## config.mk

```make
export PLATFORM = sky130hd
export DESIGN_NAME = regfile_mp
export DESIGN_NICKNAME = d
export VERILOG_FILES = /design/src/rtl/regfile_mp_pkg.sv /design/src/rtl/regfile_scoreboard.sv /design/src/rtl/regfile_mp.sv
export SDC_FILE = /design/constraint.sdc
export NUM_CORES = 2
export LEC_CHECK = 0
export CAP_MARGIN = 20
export CORE_ASPECT_RATIO = 0.8
export CORE_UTILIZATION = 60
export DETAILED_ROUTE_END_ITERATION = 7
export HOLD_SLACK_MARGIN = 0.08
export PLACE_DENSITY_LB_ADDON = 0.12
export SLEW_MARGIN = 40
export SYNTH_ARGS = -nofsm -noshare
export SYNTH_HDL_FRONTEND = slang
export SYNTH_HIERARCHICAL = 1
export SYNTH_SLANG_ARGS = --single-unit
```

## constraint.sdc

```tcl
create_clock -name clk_i -period 5.85 [get_ports clk_i]
set_clock_uncertainty 0.15 [all_clocks]
set_input_delay 0.8775 -clock clk_i [delete_from_list [all_inputs] [get_ports clk_i]]
set_output_delay 0.8775 -clock clk_i [all_outputs]
set_load 0.01 [all_outputs]
```

## src/rtl/regfile_mp_pkg.sv

```systemverilog
// Shared definitions for the multi-port register file.
//   XLEN_DEF   : default data width in bits
//   NREGS_DEF  : default register count (power of two)
//   REG_AW     : address width for the default register count
//   reg_addr_t : register-address type for the default configuration
package regfile_mp_pkg;
  localparam int XLEN_DEF  = 32;
  localparam int NREGS_DEF = 32;
  localparam int REG_AW    = $clog2(NREGS_DEF);

  typedef logic [REG_AW-1:0] reg_addr_t;
endpackage

```

## src/rtl/regfile_scoreboard.sv

```systemverilog
// Busy-bit scoreboard for the register file.
// Ports:
//   clk_i, rst_n_i : clock (rising edge) and async active-low reset
//   wr_we_i/wr_addr_i : writebacks; a written register becomes not-busy
//   rsv_we_i/rsv_addr_i : reservation at issue; marks the register busy
//   flush_i        : clears every busy bit on the next edge
//   busy_o         : registered scoreboard state
//   busy_next_o    : state that will be loaded on the next edge
module regfile_scoreboard
  import regfile_mp_pkg::*;
#(
  parameter int NREGS = NREGS_DEF,
  parameter int NWR   = 2,
  parameter int AW    = $clog2(NREGS)
) (
  input  logic                    clk_i,
  input  logic                    rst_n_i,
  input  logic [NWR-1:0]          wr_we_i,
  input  logic [NWR-1:0][AW-1:0]  wr_addr_i,
  input  logic                    rsv_we_i,
  input  logic [AW-1:0]           rsv_addr_i,
  input  logic                    flush_i,
  output logic [NREGS-1:0]        busy_o,
  output logic [NREGS-1:0]        busy_next_o
);

  // Order matters: writebacks clear first, then a reservation sets, so a
  // same-cycle reserve supersedes the retiring writeback. Flush overrides all.
  always_comb begin
    busy_next_o = busy_o;
    for (int k = 0; k < NWR; k++) begin
      if (wr_we_i[k] && (wr_addr_i[k] != '0)) begin
        busy_next_o[wr_addr_i[k]] = 1'b0;
      end
    end
    if (rsv_we_i && (rsv_addr_i != '0)) begin
      busy_next_o[rsv_addr_i] = 1'b1;
    end
    if (flush_i) begin
      busy_next_o = '0;
    end
    busy_next_o[0] = 1'b0;
  end

  always_ff @(posedge clk_i or negedge rst_n_i) begin
    if (!rst_n_i) begin
      busy_o <= '0;
    end else begin
      busy_o <= busy_next_o;
    end
  end

endmodule

```

## src/rtl/regfile_mp.sv

```systemverilog
// Multi-port register file with write bypass and busy-bit scoreboard.
// Ports:
//   clk_i, rst_n_i        : clock (rising edge) and async active-low reset
//   rd_addr_i/rd_data_o   : NRD read ports (combinational or registered)
//   rd_busy_o             : per read port, selected register has a pending writeback
//   wr_we_i/wr_addr_i/wr_data_i : NWR write ports, higher index wins on conflict
//   rsv_we_i/rsv_addr_i   : destination reservation at issue
//   flush_i               : clear all busy bits
//   busy_o                : registered scoreboard vector
// Register 0 is hard-wired to zero and never busy.
module regfile_mp
  import regfile_mp_pkg::*;
#(
  parameter int XLEN   = XLEN_DEF,
  parameter int NREGS  = NREGS_DEF,
  parameter int NRD    = 2,
  parameter int NWR    = 2,
  parameter int RD_LAT = 0,
  parameter int AW     = $clog2(NREGS)
) (
  input  logic                     clk_i,
  input  logic                     rst_n_i,
  input  logic [NRD-1:0][AW-1:0]   rd_addr_i,
  output logic [NRD-1:0][XLEN-1:0] rd_data_o,
  output logic [NRD-1:0]           rd_busy_o,
  input  logic [NWR-1:0]           wr_we_i,
  input  logic [NWR-1:0][AW-1:0]   wr_addr_i,
  input  logic [NWR-1:0][XLEN-1:0] wr_data_i,
  input  logic                     rsv_we_i,
  input  logic [AW-1:0]            rsv_addr_i,
  input  logic                     flush_i,
  output logic [NREGS-1:0]         busy_o
);

  logic [XLEN-1:0]           mem [NREGS];
  logic [NREGS-1:0]          busy_next;
  logic [NRD-1:0][XLEN-1:0]  fwd_data;
  logic [NRD-1:0]            wr_hit;
  logic [NRD-1:0]            src_busy;

  regfile_scoreboard #(
    .NREGS (NREGS),
    .NWR   (NWR),
    .AW    (AW)
  ) u_scoreboard (
    .clk_i       (clk_i),
    .rst_n_i     (rst_n_i),
    .wr_we_i     (wr_we_i),
    .wr_addr_i   (wr_addr_i),
    .rsv_we_i    (rsv_we_i),
    .rsv_addr_i  (rsv_addr_i),
    .flush_i     (flush_i),
    .busy_o      (busy_o),
    .busy_next_o (busy_next)
  );

  // Later ports are applied last, so the higher-indexed port wins.
  always_ff @(posedge clk_i or negedge rst_n_i) begin
    if (!rst_n_i) begin
      for (int i = 0; i < NREGS; i++) begin
        mem[i] <= '0;
      end
    end else begin
      for (int k = 0; k < NWR; k++) begin
        if (wr_we_i[k] && (wr_addr_i[k] != '0)) begin
          mem[wr_addr_i[k]] <= wr_data_i[k];
        end
      end
    end
  end

  // fwd_data is the value the addressed register holds after this edge:
  // the winning write data if written this cycle, otherwise the array.
  // That is the zero-latency bypass value and also what the registered
  // read port must capture.
  always_comb begin
    for (int j = 0; j < NRD; j++) begin
      wr_hit[j]   = 1'b0;
      fwd_data[j] = mem[rd_addr_i[j]];
      for (int k = 0; k < NWR; k++) begin
        if (wr_we_i[k] && (wr_addr_i[k] == rd_addr_i[j])) begin
          wr_hit[j]   = 1'b1;
          fwd_data[j] = wr_data_i[k];
        end
      end
      if (rd_addr_i[j] == '0) begin
        wr_hit[j]   = 1'b0;
        fwd_data[j] = '0;
      end
      // Combinational mode reports the current state masked by an
      // in-flight writeback; registered mode captures the post-edge state.
      if (RD_LAT == 0) begin
        src_busy[j] = busy_o[rd_addr_i[j]] & ~wr_hit[j];
      end else begin
        src_busy[j] = busy_next[rd_addr_i[j]];
      end
    end
  end

  if (RD_LAT == 0) begin : g_rd_comb
    assign rd_data_o = fwd_data;
    assign rd_busy_o = src_busy;
  end else begin : g_rd_reg
    always_ff @(posedge clk_i or negedge rst_n_i) begin
      if (!rst_n_i) begin
        rd_data_o <= '0;
        rd_busy_o <= '0;
      end else begin
        rd_data_o <= fwd_data;
        rd_busy_o <= src_busy;
      end
    end
  end

endmodule
```

==> flow_metrics.tcl <==
set metrics [dict create \
    status "finished with violations" \
    violations "DRC" \
    cts.clk_slew.worst_paths_ns 0.06 \
    cts_tree "built" \
    drive_above_1_share 0.173 \
    io_buffers 191 \
    rsz0062_at_grt "false" \
    dieArea_sq_mm 0.115 \
    pin_count 193 \
    ys_warn_count 6 \
    hp-class "flip-flop to flip-flop" \
    firstDrtPassIters 8 \
    fmax_ghz 0.176 \
    drt-met1-wl_mm 101 \
    hpwl_mm 174 \
    crit_path_end_kind "output pin" \
    die_width_um 379 \
    via_count 60100 \
    final_core_util 0.671 \
    register_area_sq_mm 0.0264 \
    area_growth_pct 10.8 \
    setup_viol 0 \
    ir_drop_uv 269 \
    critPathLaunchType "primary input" \
    gr-total-overflow 0 \
    grt_pass1_wl_mm 410 \
    max_slew.worst_pin.slew_ns 1.06 \
    layout.cells.most_common_list "1,190 x mux2i_1, 1,055 x dfrtp_1, 684 x a21oi_1" \
    wire_per_inst_um 36.2 \
    synth_area_sq_mm 0.0681 \
    cts_resized 0 \
    p_leak_nw 31.8 \
    whs_ns 0.245 \
    clock_path_buffers 3 \
    maxSlewViolCount 0 \
    maxCapViolations 0 \
    cts-root-buf "clkbuf_16" \
    antenna_found_initial 14 \
    min_period_over_period 0.972 \
    grt_max_degree 152 \
    p_per_area_mw_per_mm2 329 \
    drc 2 \
    rows 110 \
    die_h_um 303 \
    antenna_left 0 \
    multi_input_area_sq_mm 0.0381 \
    hold_viol_final 0 \
    clk_latency_ns 0.73 \
    cts_setup_buffers 0 \
    clock_sinks 1055 \
    place.gp.congestion 0.983 \
    period_minus_slack_ns 5.69 \
    timing.setup.tns_ns 0 \
    htree_num_levels 3 \
    layout_commonest_cell "mux2i_1" \
    syn_avg_cell_area_sq_um 10.3 \
    route.met2.wl_mm 112 \
    nets 6474 \
    crit_required_ns 4.82 \
    vias_per_cell 7.53 \
    fillerInstances 8650 \
    critical_path_arrival_ns 4.66 \
    cts_buffers 112 \
    path_class "primary input to output pin" \
    hold_buffers 1 \
    syn-instance-count 6617 \
    grt_pass1_vias 56300 \
    slew_headroom 0.293 \
    initial_core_util 0.606 \
    routed_wl_mm 289 \
    syn-num-nets 6712 \
    drt_iter0_drc 10000 \
    critical_path.max_fanout 14 \
    wl_met3_mm 51.9 \
    maxUsedRoutingLayer "met5" \
    core-area_sq_mm 0.112 \
    groute.usage.overall 0.502 \
]
==> worst max-delay path, stage by stage <==
cell and delay (ns):
buf_2 0.51, xor2_1 0.16, nor4_2 0.39, and3_2 0.74
buf_4 0.37, a21oi_1 0.06, a2111oi_0 0.73, buf_4 0.22
clkdlybuf4s50_1 0.54
==> sequential cells by signal, indices dropped and copies added, names as in the netlist <==
name                 cells
mem                   1024
u_scoreboard/busy_o     31
==> final timing paths <==
kind                                     from                 end  slack, ns  cells after the start
min in group asynchronous             rst_n_i  mem[677]$_DFF_PN0_       0.49                      2
max in group asynchronous             rst_n_i   mem[68]$_DFF_PN0_       3.35                      5
hold reg to reg            mem[993]$_DFF_PN0_  mem[993]$_DFF_PN0_       0.25                      0
hold / removal             mem[993]$_DFF_PN0_  mem[993]$_DFF_PN0_       0.25                      0
setup reg to reg           mem[838]$_DFF_PN0_  mem[838]$_DFF_PN0_       4.78                      2
setup / recovery                 rd_addr_i[9]       rd_data_o[33]       0.16                      9
==> final cells by class <==
cell class | instances | area share
Timing Repair Buffer | 503 | 0.0683
Clock buffer | 165 | 0.0445
Multi-Input combinational cell | 4672 | 0.506
Antenna cell | 9 | 0.000299
Tap cell | 1512 | 0.0251
Sequential cell | 1055 | 0.350
Inverter | 35 | 0.00179
Clock inverter | 33 | 0.00418
==> metal layers <==
| layer | global-route usage | vias to the layer above |
|---|---|---|
| li1 | - | 23800 |
| met1 | 0.651 | 29100 |
| met2 | 0.667 | 5648 |
| met3 | 0.246 | 1515 |
| met4 | 0.311 | 22 |
| met5 | 0.00697 | - |
==> report_power, final <==
| part | total [mW] | leakage (nW) | internal [mW] | switching (mW) |
|---|---|---|---|---|
| logic | 6.71 | 17.1 | 3.43 | 3.28 |
| clock network | 7.38 | 1.83 | 4.16 | 3.22 |
| registers | 10.7 | 12.9 | 9.15 | 1.58 |
==> metrics by stage <==
| step | instance area, sq um | std cells | setup WS (ns) | total power [mW] |
|---|---|---|---|---|
| floorplan | 68100 | 6617 | 2.14 | 14.9 |
| global placement | 70900 | 7755 | 0.127 | 16.9 |
| detailed placement | 71500 | 7769 | 0.275 | 17.2 |
| CTS | 75200 | 7968 | 0.234 | 24.5 |
| global route | 75400 | 7978 | 0.203 | 25.6 |
| finish | 75400 | 7984 | 0.163 | 24.8 |
No activity file was read; power rests on OpenSTA's default activity.
